### src/rtl/button_debounce.sv
// Push-button conditioner: 2-FF synchroniser, stable-sample debounce FSM, press/release pulses.
// Optional long-press detector is built only when LONG_PRESS_EN is defined.
//
// state       | meaning
// LOW_STABLE  | debounced level 0, input agrees
// LOW_TO_HIGH | level 0, counting consecutive high samples
// HIGH_STABLE | debounced level 1, input agrees
// HIGH_TO_LOW | level 1, counting consecutive low samples
module button_debounce #(
  parameter int DEBOUNCE_CYCLES = 20,
  parameter int HOLD_CYCLES     = 100
) (
  input  logic clk,
  input  logic reset_n,
  input  logic button,
  output logic button_db,
  output logic press,
  output logic release_pulse,
  output logic long_press
);

  localparam int CW = $clog2(DEBOUNCE_CYCLES + 1);
  localparam logic [CW-1:0] CNT_LAST = CW'(DEBOUNCE_CYCLES - 1);
  localparam logic [CW-1:0] CNT_ONE  = CW'(1);

  if (DEBOUNCE_CYCLES < 2 || HOLD_CYCLES < 1) begin : g_bad_param
    $error("button_debounce: need DEBOUNCE_CYCLES >= 2 and HOLD_CYCLES >= 1");
  end

  typedef enum logic [1:0] {
    LOW_STABLE,
    LOW_TO_HIGH,
    HIGH_STABLE,
    HIGH_TO_LOW
  } state_t;

  state_t        state_q, state_d;
  logic          sync1_q, sync2_q;
  logic [CW-1:0] cnt_q, cnt_d;
  logic          db_q, db_d;
  logic          press_q, press_d;
  logic          rel_q, rel_d;
  logic          btn_s;

  assign btn_s = sync2_q;

  always_comb begin
    state_d = state_q;
    cnt_d   = cnt_q;
    db_d    = db_q;
    press_d = 1'b0;
    rel_d   = 1'b0;
    case (state_q)
      LOW_STABLE: begin
        if (btn_s) begin
          state_d = LOW_TO_HIGH;
          cnt_d   = CNT_ONE;
        end
      end
      LOW_TO_HIGH: begin
        if (!btn_s) begin
          state_d = LOW_STABLE;
          cnt_d   = '0;
        end else if (cnt_q == CNT_LAST) begin
          state_d = HIGH_STABLE;
          cnt_d   = '0;
          db_d    = 1'b1;
          press_d = 1'b1;
        end else begin
          cnt_d = cnt_q + CNT_ONE;
        end
      end
      HIGH_STABLE: begin
        if (!btn_s) begin
          state_d = HIGH_TO_LOW;
          cnt_d   = CNT_ONE;
        end
      end
      HIGH_TO_LOW: begin
        if (btn_s) begin
          state_d = HIGH_STABLE;
          cnt_d   = '0;
        end else if (cnt_q == CNT_LAST) begin
          state_d = LOW_STABLE;
          cnt_d   = '0;
          db_d    = 1'b0;
          rel_d   = 1'b1;
        end else begin
          cnt_d = cnt_q + CNT_ONE;
        end
      end
      default: begin
        state_d = LOW_STABLE;
        cnt_d   = '0;
        db_d    = 1'b0;
      end
    endcase
  end

  always_ff @(posedge clk or negedge reset_n) begin
    if (!reset_n) begin
      sync1_q <= 1'b0;
      sync2_q <= 1'b0;
      state_q <= LOW_STABLE;
      cnt_q   <= '0;
      db_q    <= 1'b0;
      press_q <= 1'b0;
      rel_q   <= 1'b0;
    end else begin
      sync1_q <= button;
      sync2_q <= sync1_q;
      state_q <= state_d;
      cnt_q   <= cnt_d;
      db_q    <= db_d;
      press_q <= press_d;
      rel_q   <= rel_d;
    end
  end

  assign button_db     = db_q;
  assign press         = press_q;
  assign release_pulse = rel_q;

`ifdef LONG_PRESS_EN
  localparam int HW = $clog2(HOLD_CYCLES + 1);
  localparam logic [HW-1:0] HOLD_MAX = HW'(HOLD_CYCLES);
  localparam logic [HW-1:0] HOLD_ONE = HW'(1);

  logic [HW-1:0] hold_q, hold_d;
  logic          long_q, long_d;

  // Restart on every entry to HIGH_STABLE; saturate so one pulse per hold.
  always_comb begin
    hold_d = hold_q;
    long_d = 1'b0;
    if (state_d == HIGH_STABLE && state_q != HIGH_STABLE) begin
      hold_d = '0;
    end else if (state_q == HIGH_STABLE && state_d == HIGH_STABLE && hold_q != HOLD_MAX) begin
      hold_d = hold_q + HOLD_ONE;
      long_d = (hold_q == HOLD_MAX - HOLD_ONE);
    end
  end

  always_ff @(posedge clk or negedge reset_n) begin
    if (!reset_n) begin
      hold_q <= '0;
      long_q <= 1'b0;
    end else begin
      hold_q <= hold_d;
      long_q <= long_d;
    end
  end

  assign long_press = long_q;
`else
  assign long_press = 1'b0;
`endif

endmodule

### config.mk
export PLATFORM = sky130hd
export DESIGN_NAME = button_debounce
export DESIGN_NICKNAME = d
export VERILOG_FILES = /design/src/rtl/button_debounce.sv
export SDC_FILE = /design/constraint.sdc
export NUM_CORES = 1
export LEC_CHECK = 0
export ABC_CLOCK_PERIOD_IN_PS = 1600
export BUFFER_PORTS_ARGS = -buffer_cell sky130_fd_sc_hd__buf_2
export CAP_MARGIN = 20
export CORE_AREA = 2 2 39 41
export DETAILED_ROUTE_END_ITERATION = 10
export DIE_AREA = 0 0 41 43
export SLEW_MARGIN = 15
export SYNTH_ARGS = -nofsm -noshare
export SYNTH_HDL_FRONTEND = slang
export SYNTH_SLANG_ARGS = --single-unit
export TNS_END_PERCENT = 5
### constraint.sdc
create_clock -name clk -period 1.6 [get_ports clk]
set_input_delay 0.08 -clock clk [delete_from_list [all_inputs] [get_ports clk]]
set_output_delay 0.08 -clock clk [all_outputs]
set_load 0.02 [all_outputs]
After elaboration in Yosys (flattened, before gate mapping):

Index checks and enable logic that the tools add are counted.

* register bits: 12
* bits in latches: 0
* memory bits (writable): 0
* bits in read-only memories: 0
* bits of input ports: 3
* output and inout bits: 4
* logic and storage cells: 48
* memories: 0

* add/sub/neg operators: 1
* multiply operators: 0
* div/mod/pow operators: 0
* magnitude comparators: 0
* eq/ne operators: 12
* shifts and indexed selects: 0
* multiplexer cells: 23
* bitwise logic cells: 0
* reduce and logical (&&, ||, !) cells: 5

Operator list (count)
* $mux 5: 5
* $pmux 5 s4: 1
* $mux 2: 6
* $ne 2x2->1 const B: 6
* $mux 1: 9
* $pmux 2 s4: 1
* $ne 3x3->1 const B: 2
* $add 5x1->5 const B: 1
* $eq 5x5->1 const B: 1
* $reduce_and 5->1: 1
* $eq 2x2->1 const B: 2
* $reduce_and 4->1: 1
* $eq 2x1->1 const B: 1
* $logic_not 2->1: 1
* $pmux 1 s2: 1
* $reduce_and 2->1: 1
* $reduce_bool 2->1: 1

Depth between registers and ports, before layout:

* word-level depth: 4
* depth in mapped cells: 4
* depth with buffers taken out: 4

Worst setup path after synthesis:

No wires, ideal clock.

* path kind: reg-to-reg
* start: register cnt_q[0]
* end: register db_q (netlist: button_db)
* library setup time: 0.077 ns
* data arrival time: 1.214 ns
* required time: 1.523 ns
* setup slack: 0.308 ns
* stages on the path, launching flop included: 5
* path buffers: 0
* clock period less this slack: 1.292 ns
* cell sequence: dfrtp_1 -> ha_1 -> and4bb_1 -> a31o_2 -> a21oi_1

* longest elaborated chain between the ends: 3
* elaborated cells between the ends (all ways): 4
* those cells by class: 3 x eq/ne; 1 x reduce/logical

RTL lines
* start, declared: line 39 `logic [CW-1:0] cnt_q, cnt_d;`
* start signal, assigned: line 113 `cnt_q <= cnt_d;`
* $eq 5x5->1 (*): line 64, 83
* $ne 2x2->1 (no source line)
* $reduce_and 5->1 (no source line) (*)
* end signal, assigned: line 106 `db_q <= 1'b0;`
* end signal, assigned: line 114 `db_q <= db_d;`
* end, declared: line 40 `logic db_q, db_d;`

Mark *: on every way between the ends. The rest lies on a longest branch, timed or not.
A chain may end at the register's enable or synchronous reset.

Final worst setup path:

Ends and elaborated chain as after synthesis.

==> flow_metrics.env <==
export IMPL_status="complete, no violations"
export IMPL_seq_area_frac_synth_pct=52.52
export IMPL_ys_flop_type="dfrtp_1"
export IMPL_layout_commonest_cell="dfrtp_1"
export IMPL_vias_per_cell=5.303
export IMPL_area_delta_synth_final_pct=15.54
export IMPL_finalSetupViolCount=0
export IMPL_drt_total_wl_um=955
export IMPL_path_clk_slew_ps=80
export IMPL_worst_ep_required_time_ps=1800
export IMPL_vias=403
export IMPL_dpl_cell_area_um2=604.3
export IMPL_rows=14
export IMPL_clockBufferDepth=2
export IMPL_final_core_util_pct=47.74
export IMPL_drt_met1_wl_um=468
export IMPL_syn_cell_area_um2=571.8
export IMPL_totalPowerFinal_uw=617.2
export IMPL_globalRouteTotalUtil_pct=14.65
export IMPL_end_kind="register"
export IMPL_period_minus_slack_ps=1395
export IMPL_cts_made_buffers=3
export IMPL_rsz0062_at_grt="no"
export IMPL_layout_nets=65
export IMPL_finish_instance_area_um2=660.6
export IMPL_highest_layer="met4"
export IMPL_reg2regPathDepth=4
export IMPL_synth_avg_cell_area_um2=11.21
export IMPL_met3WireLength_um=46
export IMPL_drive_gt1_share_pct=23.33
export IMPL_r2r_end="button_db"
export IMPL_grt_pass1_vias=368
export IMPL_seqCellArea_um2=300.3
export IMPL_cts_root_buf="clkbuf_4"
export IMPL_htree_levels=1
export IMPL_gp_congestion=0.8270
export IMPL_cts_tree="yes"
export IMPL_dr_pass1_iters=4
export IMPL_layout_common_cells="dfrtp_1 (12), buf_2 (5), inv_1 (4)"
export IMPL_fin_worst_skew_ps=6.854
export IMPL_start_util_pct=41.32
export IMPL_numClockSinks=12
export IMPL_grt_overflow_total=0
export IMPL_yosysUniqueCellTypes=29
export IMPL_portBuffers=5
export IMPL_antenna_found_initial=0
export IMPL_synthArstFlopShare_pct=100.0
export IMPL_wire_per_inst_um=12.57
export IMPL_synthCells=51
export IMPL_placeableCoreArea_um2=1384
export IMPL_dr_wl_met2_um=428
export IMPL_syn_nets=55
export IMPL_crit_type="reg -> reg"
export IMPL_slew_viol_final=0
export IMPL_max_freq_mhz=717.1
export IMPL_die_h_um=43
export IMPL_reg2reg_from="cnt_q[0]"
export IMPL_p_per_area_nw_per_um2=934.2
export IMPL_io_pins=7
export IMPL_nFillCells=140
export IMPL_die_width_um=41
export IMPL_drt_iter0_markers=10
export IMPL_antenna_left=0
export IMPL_drc_errors=0
export IMPL_maxCapViolations=0
export IMPL_yosys_warnings=0
export IMPL_synth_edf_count=0
export IMPL_rrSetupSlack_ps=210
export IMPL_fin_hold_ws_ps=199.2
export IMPL_multiInputGateArea_um2=244.0
export IMPL_start_kind="register"
export IMPL_insertion_delay_ps=270
export IMPL_finalCritPeriodShare_pct=87.16
export IMPL_critical_path_max_fanout=6
export IMPL_grt_max_degree=13
export IMPL_hpwlAfterDp_um=682.6
export IMPL_grt_pass1_wl_um=1662
export IMPL_ys_seq_elements=12
export IMPL_fin_setup_tns_ps=0
export IMPL_cp_data_arrival_time_ps=1590
export IMPL_die_area_um2=1763
export IMPL_antennaDiodeCount=0
export IMPL_hold_viol=0
export IMPL_ir_drop_mv=0.4688
export IMPL_holdCritPathClass="in -> async"
export IMPL_leakage_nw=0.3134
[cell usage after synthesis, types with 2 or more instances]
master	instances	area, um2
nor3_1	2	10.01
a21oi_1	2	10.01
nand2b_1	2	12.51
nand3b_1	2	15.01
inv_1	4	15.01
a22o_2	2	20.02
nand3_1	2	10.01
dfrtp_1	12	300.3
nand4b_1	3	26.28
[metrics by stage]
stage	instances	worst slack, ps
floorplan	51	308.5
global placement	70	243.5
detailed placement	70	227.9
CTS	76	203.2
global route	76	78.37
finish	76	205.4
[worst max path at each step]
stage / startpoint / end / slack (ps) / cells past startpoint
6_report: cnt_q[0] / button_db / 210 / 4
5_1_grt: cnt_q[0] / release_pulse / 80 / 4
4_1_cts: cnt_q[0] / button_db / 200 / 4
3_5_place_dp: cnt_q[0] / button_db / 230 / 4
3_3_place_gp: cnt_q[0] / button_db / 240 / 4
2_1_floorplan: cnt_q[0] / button_db / 310 / 4
[critical path, cell delays in order, from the launching register on]
cell      delay, ps
dfrtp_1         410
ha_1            250
and4bb_1        270
a31o_2          260
a21oi_1         130
[state kept, by name (all words and copies together) (netlist names), named ones only]
register       count
cnt_q              5
btn_s              1
state_q            1
button_db          1
press              1
sync1_q            1
release_pulse      1
[report_power, final]
part / switching (mW) / internal, mW / total [mW]
Clock: 0.102 / 0.138 / 0.241
Sequential: 0.0138 / 0.315 / 0.329
Combinational: 0.0249 / 0.0225 / 0.0474
[layout make-up]
class | instances | area share, %
Multi-Input combinational cell | 33 | 36.93
Tap cell | 16 | 3.030
Clock buffer | 4 | 5.492
Timing Repair Buffer | 7 | 6.818
Inverter | 4 | 2.273
Sequential cell | 12 | 45.45
[routing by layer]
layer	vias to the layer above	track usage, %
li1	202	-
met1	187	20.81
met2	12	18.13
met3	2	4.712
met4	0	10.00
met5	-	0
[cells by family after synthesis]
group | after synthesis | synth area share, %
and+or+nand+nor | 19 | 21.88
DFF | 12 | 52.52
AOI/OAI and AO/OA | 9 | 11.82
buffers and inverters | 6 | 4.813
xor gates and xnor gates | 2 | 4.377
adders and majority gates | 1 | 2.188
other | 1 | 0.6558
muxes | 1 | 1.751
[timing repair]
action                    CTS  global route
hold endpoints to repair   13             0
hold buffers                2             0
resized for setup           0             0
setup buffers               0             0
(Power assumes the default switching activity.)
